$ cat src/rtl/pipelined_addsub.sv
// Pipelined WIDTH-bit add/subtract: the carry chain is cut into CHUNK-bit ripple
// slices, one slice per stage, with a single global stall driven by the output side.
module pipelined_addsub #(
    parameter int WIDTH = 16,
    parameter int CHUNK = 4
) (
    input  logic             clk,
    input  logic             rst_n,
    input  logic             in_valid,
    output logic             in_ready,
    input  logic [WIDTH-1:0] A,
    input  logic [WIDTH-1:0] B,
    input  logic             C_in,
    input  logic             sub,
    output logic             out_valid,
    input  logic             out_ready,
    output logic [WIDTH-1:0] S,
    output logic             Cout,
    output logic             ovf
);
    localparam int STAGES = WIDTH / CHUNK;
    localparam int NP     = (STAGES > 1) ? STAGES - 1 : 1;

    // Handshake: a transfer happens on an edge where valid && ready. out_valid/S/Cout/ovf
    // hold while out_valid && !out_ready; in_ready never depends on in_valid.
    logic                         en;

    logic [STAGES-1:0]            valid_q, valid_d;
    logic [STAGES-1:0][WIDTH-1:0] sum_q, sum_d;
    logic [STAGES-1:0]            carry_q, carry_d;
    logic [NP-1:0][WIDTH-1:0]     a_q, b_q;
    logic                         cmsb_q, cmsb_d;

    logic [STAGES-1:0][WIDTH-1:0] stg_a, stg_b, stg_s;
    logic [STAGES-1:0]            stg_c, stg_v;

    assign en       = !(out_valid && !out_ready);
    assign in_ready = en;

    // Stage 0 sees the raw operands with subtract folded into B and the carry-in.
    assign stg_a[0] = A;
    assign stg_b[0] = B ^ {WIDTH{sub}};
    assign stg_s[0] = '0;
    assign stg_c[0] = C_in ^ sub;
    assign stg_v[0] = in_valid;

    for (genvar k = 1; k < STAGES; k++) begin : g_link
        assign stg_a[k] = a_q[k-1];
        assign stg_b[k] = b_q[k-1];
        assign stg_s[k] = sum_q[k-1];
        assign stg_c[k] = carry_q[k-1];
        assign stg_v[k] = valid_q[k-1];
    end

    always_comb begin
        logic             c;
        logic [WIDTH-1:0] s;
        valid_d = stg_v;
        sum_d   = '0;
        carry_d = '0;
        cmsb_d  = 1'b0;
        c       = 1'b0;
        s       = '0;
        for (int k = 0; k < STAGES; k++) begin
            c = stg_c[k];
            s = stg_s[k];
            for (int j = 0; j < CHUNK; j++) begin
                // The final stage keeps the carry into bit WIDTH-1 for overflow detection.
                if (k == STAGES - 1 && j == CHUNK - 1) begin
                    cmsb_d = c;
                end
                s[k*CHUNK+j] = stg_a[k][k*CHUNK+j] ^ stg_b[k][k*CHUNK+j] ^ c;
                c = (stg_a[k][k*CHUNK+j] & stg_b[k][k*CHUNK+j]) |
                    (c & (stg_a[k][k*CHUNK+j] ^ stg_b[k][k*CHUNK+j]));
            end
            sum_d[k]   = s;
            carry_d[k] = c;
        end
    end

    always_ff @(posedge clk or negedge rst_n) begin
        if (!rst_n) begin
            valid_q <= '0;
            sum_q   <= '0;
            carry_q <= '0;
            a_q     <= '0;
            b_q     <= '0;
            cmsb_q  <= 1'b0;
        end else if (en) begin
            valid_q <= valid_d;
            sum_q   <= sum_d;
            carry_q <= carry_d;
            cmsb_q  <= cmsb_d;
            for (int k = 0; k < STAGES - 1; k++) begin
                a_q[k] <= stg_a[k];
                b_q[k] <= stg_b[k];
            end
        end
    end

    assign out_valid = valid_q[STAGES-1];
    assign S         = sum_q[STAGES-1];
    assign Cout      = carry_q[STAGES-1];
    assign ovf       = carry_q[STAGES-1] ^ cmsb_q;

endmodule
$ cat config.mk
export PLATFORM = sky130hd
export DESIGN_NAME = pipelined_addsub
export DESIGN_NICKNAME = d
export VERILOG_FILES = /design/src/rtl/pipelined_addsub.sv
export SDC_FILE = /design/constraint.sdc
export NUM_CORES = 1
export LEC_CHECK = 0
export BUFFER_PORTS_ARGS = -buffer_cell sky130_fd_sc_hd__clkbuf_2
export CORE_MARGIN = 2
export CORE_UTILIZATION = 57
export CTS_BUF_LIST = sky130_fd_sc_hd__clkbuf_16
export DETAILED_ROUTE_END_ITERATION = 12
export PLACE_DENSITY = 0.8
export SLEW_MARGIN = 5
export SYNTH_ARGS = -nofsm -noshare
export SYNTH_HDL_FRONTEND = slang
export SYNTH_SLANG_ARGS = --single-unit
export TNS_END_PERCENT = 100
$ cat constraint.sdc
create_clock -name clk -period 2.6 [get_ports clk]
set_input_delay 0.52 -clock clk [delete_from_list [all_inputs] [get_ports clk]]
set_output_delay 0.52 -clock clk [all_outputs]
set_load 0.03 [all_outputs]
==> results by group, run 1 <==
Logic synthesis
  – Post-synthesis cell area: 4390 um^2
  – Predominant post-synthesis flop cell: dfrtp_1
  – Area leader, netlist: dfrtp_1
  – Dominant cells by area after synthesis: dfrtp_1, mux2_4, mux2_2
  – Post-Syn Instances: 276
  – Library cells used by synthesis: 16
  – Post-synth EDFFs: 0
  – Post-synth top cells: dfrtp_1, mux2_2, mux2_4, inv_1, fa_1
  – Syn_nets: 330
  – Post-synth ARST share: 1.00
  – FF+latch count, synth: 97
  – Most common cell in the netlist: dfrtp_1
  – Synth warn: 0
  – Syn Area/Cell: 15.9 um^2
  – Register area share after synthesis: 0.553
  – Post-synth top area share: 0.553

Floorplanning
  – Initial Utilization: 0.596
  – Die ar.: 8420 um^2
  – # IOs: 58
  – Core Rows: 31
  – Die Width: 91.8 um
  – Die Y-Extent: 91.8 um
  – Core area: 7370 um^2

Outcome
  – Outcome: finished, final reports clean

Critical path
  – Worst setup EP type: register
  – Crit Path Class: input port to register
  – CP dominant cell by count: fa_2
  – Worst r2r path cells: 7
  – Critical Path Start Type: input port
  – CP Cell Sequence: clkbuf_2 -> xor2_2 -> fa_2 -> inv_1 -> fa_2 -> fa_2 -> inv_2 -> fa_1 -> mux2_2
  – CP max stage delay: 0.42 ns
  – Buf/Inv on CP: 3
  – Top delay family on crit path: adder cells
  – Slowest library cell on the worst path: fa_1
  – Cell depth of the worst setup path: 9
  – Crit path DAT: 2.60 ns
  – Worst-path fanout max: 3
  – CP Data Required Time: 2.82 ns

Place
  – Post-DP Area: 4780 um^2
  – Placement Setup Slack: -0.0893 ns
  – Hpwl dp: 4.97 mm
  – Placed cell count: 428
  – Port Buffers: 57
  – Placer congestion estimate: 0.723

Clock network
  – CTS root buf: clkbuf_16
  – Post-CTS Hold Fix Bufs: 0
  – Longest Clk Path Bufs: 2
  – Post-cts resize count: 0
  – Clock Latency Late Sink: 0.33 ns
  – Clock buffer count from CTS: 9
  – Sink Count: 97
  – CTS clk-pin slew, worst paths: 0.07 ns
  – CTS tree: yes
  – Postcts setup bufs: 0
  – CTS HTree Levels: 3

Global route
  – Pin count of the biggest net entering global routing: 50
  – GR Util All Layers: 0.184
  – First-pass GRT wire length: 12.0 mm
  – Grt ovf: 0
  – Initial antenna violation count: 0
  – Vias in the first global route: 2389

Route
  – Initial drt markers: 59
  – Remaining design rule violation count: 0
  – WL/cell: 16.4 um
  – DR vias: 2221
  – TritonRoute pass-1 iters: 4
  – Final WL: 7.30 mm
  – Final ANT Viol Nets: 0
  – Vias per inst: 5.00

Timing
  – Endpoints failing hold: 0
  – Fin crit period: 2.39 ns
  – Peak Freq: 419 MHz
  – RSZ-0062 raised after global routing: no
  – Final Skew: 0.00438 ns
  – Relative max-transition margin: 0.600
  – Worst Slack Setup Final: 0.214 ns
  – Final setup viols: 0
  – Hold slack: 0.198 ns
  – Setup TNS: 0 ns
  – Final period util: 0.918
  – Actual slew at the worst max-slew pin: 0.600 ns
  – Slew Viols, Final: 0

Final layout
  – Layout cells sized above 1: 0.528
  – Final cell count without fillers: 444
  – Fin area: 5130 um^2
  – Final Util: 0.696
  – P&R area growth vs syn: 16.8%
  – Final net count: 394
  – ANT cells: 0

Power
  – PD cells: 1280 nW/um^2
  – Tot Pwr: 6.55 mW
  – VDD IR-drop max: 0.763 mV
  – Leak: 2.43 nW

Run
  – Max Cap Viol: 0

Hold path
  – Worst min path class: input port to asynchronous set/reset pin
==> registers in the layout, indices dropped and copies added (netlist names) <==
register / cells
a_q: 24
carry_q: 4
stg_s: 24
S: 16
b_q: 24
cmsb_q: 1
valid_q: 4
==> per-layer routing <==
layer	global-route usage	up-vias	wire (um)	part of all wire
li1	-	1044	-	-
met1	0.254	1130	3420	0.47
met2	0.302	41	3570	0.49
met3	0.0386	6	248	0.034
met4	0.0448	0	62	0.0085
met5	0	-	0	0
==> area by class of cell <==
cell class | instances | area (um^2)
timing repair buffer | 66 | 355
fill | 515 | 2240
multi-input combinational | 141 | 1780
sequential | 97 | 2430
clock buffer | 9 | 225
clock inverter | 7 | 118
tap | 99 | 124
inverter | 25 | 98.8
==> path summary, 6_finish.rpt <==
| kind | from | to | slack [ns] |
|---|---|---|---|
| worst max register to register | carry_q[2] | S[15] | 0.24 |
| worst min register to register | valid_q[2] | valid_q[3] | 0.47 |
| max in group asynchronous | rst_n | b_q[47] | 1.71 |
| worst min-delay path | rst_n | stg_s[55] | 0.20 |
| min in group clk | A[13] | a_q[13] | 0.42 |
| worst max-delay path | sub | stg_s[19] | 0.21 |
==> power by group <==
part           internal [mW]  switching, mW  leakage (nW)
Sequential              2.20          0.414          1.12
Combinational           1.29           1.17          1.15
Clock                  0.940          0.547         0.160
==> logic make-up after synthesis <==
group,Yosys count,synth area share
flip-flops,97,0.553
multiplexers,87,0.253
buffers and inverters,38,0.0482
AND/OR/NAND/NOR,11,0.0188
XOR/XNOR,18,0.0359
AO/OA/AOI/OAI,9,0.0180
adder cells (fa/ha/maj),16,0.0730
==> cells in the final DEF, fill, tap and decap left out, drive strengths merged <==
master and n:
a21oi 9, clkbuf 65, nor2b 1, nor3b 9
inv 26, clkinv 1, bufinv 3, xor2 14
xnor2 4, clkinvlp 2, mux2 84, buf 10
dfrtp 97, mux2i 3, nand2b 1, fa 16
Power figures use the tool's default switching activity.
==> inputs of run 2 (changes only) <==
PLACE_DENSITY = 0.83   (was 0.8)
==> run 2 against run 1 <==
Compared with the run above:
- clock power fell by 13%
- combinational power barely moved
- routed wire length fell by 4.9%
- cell count fell by 0.45%
- non-clock buffer count fell by 2
- sequential power barely moved
- die area did not move
- critical endpoint unchanged
- largest cell class unchanged
- largest power group unchanged
- highest routed layer unchanged
==> results by group, run 2 (synthesis gave the netlist of run 1 again) <==
Final layout
  – Most common cell after layout, fill and taps aside: dfrtp_1
  – Multi-input logic area: 1780 um^2 (unchanged)
  – Fill count: 496 (-3.7%)
  – Layout cells sized above 1: 0.528 (about the same)
  – Commonest cells after routing, fill and taps aside: dfrtp_1, clkbuf_2, mux2_2
  – ANT cells: 0 (unchanged)
  – Seq. cell area: 2430 um^2 (unchanged)
  – P&R area growth vs syn: 15.9%
  – Final net count: 392 (-0.51%)

Route
  – Final ANT Viol Nets: 0 (unchanged)
  – Vias per inst: 5.06 (+1.2%)
  – Initial drt markers: 105 (+78%)
  – TritonRoute pass-1 iters: 4 (unchanged)
  – Remaining design rule violation count: 0 (unchanged)
  – Final WL: 6.94 mm (-4.9%)
  – DR vias: 2238 (+0.77%)
  – WL/cell: 15.7 um (-4.5%)

Timing
  – Worst Slack Setup Final: 0.269 ns (+0.0547 ns)
  – Final Skew: 0.00730 ns (+0.00292 ns)
  – Actual slew at the worst max-slew pin: 0.566 ns (-0.0340 ns)
  – Slew Viols, Final: 0 (unchanged)
  – Endpoints failing hold: 0 (unchanged)
  – Relative max-transition margin: 0.623 (+0.0226)
  – Final setup viols: 0 (unchanged)
  – Final period util: 0.896 (-0.0210)
  – RSZ-0062 raised after global routing: no
  – Peak Freq: 429 MHz (+2.3%)
  – Fin crit period: 2.33 ns (-0.0547 ns)

Clock network
  – Post-cts resize count: 0 (unchanged)
  – Clock Latency Late Sink: 0.33 ns (about the same)
  – Post-CTS Hold Fix Bufs: 0 (unchanged)
  – Sink Count: 97 (unchanged)
  – CTS root buf: clkbuf_16
  – CTS clk-pin slew, worst paths: 0.07 ns (about the same)
  – Postcts setup bufs: 0 (unchanged)
  – Clock buffer count from CTS: 9 (unchanged)
  – CTS HTree Levels: 3 (unchanged)
  – CTS tree: yes
  – Longest Clk Path Bufs: 2 (unchanged)

Global route
  – Grt ovf: 0 (unchanged)
  – Pin count of the biggest net entering global routing: 45 (-10%)
  – GR Util All Layers: 0.184 (about the same)
  – Initial antenna violation count: 0 (unchanged)
  – First-pass GRT wire length: 11.9 mm (-0.68%)
  – Vias in the first global route: 2339 (-2.1%)

Place
  – Hpwl dp: 4.81 mm (-3.2%)
  – Placer congestion estimate: 0.775 (+7.2%)
  – Port Buffers: 57 (unchanged)
  – Placement Setup Slack: -0.0671 ns (+0.0223 ns)

Floorplanning
  – Core area: 7370 um^2 (unchanged)
  – Die Y-Extent: 91.8 um (unchanged)
  – Die ar.: 8420 um^2 (unchanged)
  – # IOs: 58 (unchanged)
  – Initial Utilization: 0.596 (unchanged)
  – Die Width: 91.8 um (unchanged)
  – Core Rows: 31 (unchanged)

Hold path
  – Worst min path class: input port to asynchronous set/reset pin

Critical path
  – Crit Path Class: input port to register
  – CP Data Required Time: 2.82 ns (about the same)
  – Crit path DAT: 2.55 ns (-0.05 ns)
  – Worst setup EP type: register
  – Worst-path fanout max: 3 (unchanged)
  – Critical Path Start Type: input port

Power
  – VDD IR-drop max: 0.669 mV (-12%)
  – PD cells: 1240 nW/um^2 (-2.6%)
  – Tot Pwr: 6.33 mW (-3.4%)
  – Leak: 2.42 nW (-0.39%)

Run
  – Max Cap Viol: 0 (unchanged)

Outcome
  – Outcome: finished, final reports clean
run 2: cell count changes in the layout (fill, tap and decap cells not counted):
cell        delta
clkinv_2       +4
bufinv_16      -2
clkinvlp_4     -2
clkinv_1       -1
buf_12         +2
inv_6          +1
buf_4          -4
run 2: area by class of cell:
cell class                 instances  share of cell area
clock buffer                       9              0.0443
clock inverter                     7              0.0133
inverter                          25              0.0194
multi-input combinational        141               0.350
sequential                        97               0.477
tap                               99              0.0244
timing repair buffer              64              0.0718
run 2: per-layer routing:
metal  track usage  up-vias  share of wire
met4        0.0597        0          0.015
met1         0.261     1148           0.45
li1              -     1041              -
met3        0.0378       12          0.029
met2         0.289       37           0.50
met5             0        -              0
run 2: worst paths after layout:
check / slack (ns) / endpoint / start / cells after the start
setup / recovery: 0.27 / stg_s[19] / sub / 9
hold / removal: 0.16 / a_q[13] / rst_n / 1
setup reg to reg: 0.31 / S[15] / carry_q[2] / 7
hold reg to reg: 0.49 / valid_q[3] / valid_q[2] / 1
max in group asynchronous: 1.77 / S[12] / rst_n / 2
min in group clk: 0.41 / valid_q[0] / in_valid / 2
run 2: per-stage QoR:
stage | util | cells | hold WS, ns | setup TNS [ns] | instance area [um^2]
final | 0.690 | 442 | 0.162 | 0 | 5090
after CTS | 0.690 | 442 | 0.175 | 0 | 5090
after floorplan | - | 276 | 0.224 | -0.0601 | 4440
after detailed placement | 0.650 | 426 | 0.474 | -0.0671 | 4790
after global placement | 0.650 | 426 | 0.447 | -0.0159 | 4790
after global routing | 0.690 | 442 | 0.205 | 0 | 5090
run 2: critical path: stages:
cell      delay (ns)
clkbuf_2        0.15
xor2_2          0.19
fa_2            0.23
inv_1           0.05
fa_2            0.34
fa_2            0.34
inv_2           0.06
fa_1            0.40
mux2_2          0.27
run 2: power by group:
group	switching, mW	leakage (nW)	internal (mW)
Combinational	1.17	1.15	1.29
Clock	0.541	0.150	0.745
Sequential	0.387	1.12	2.20
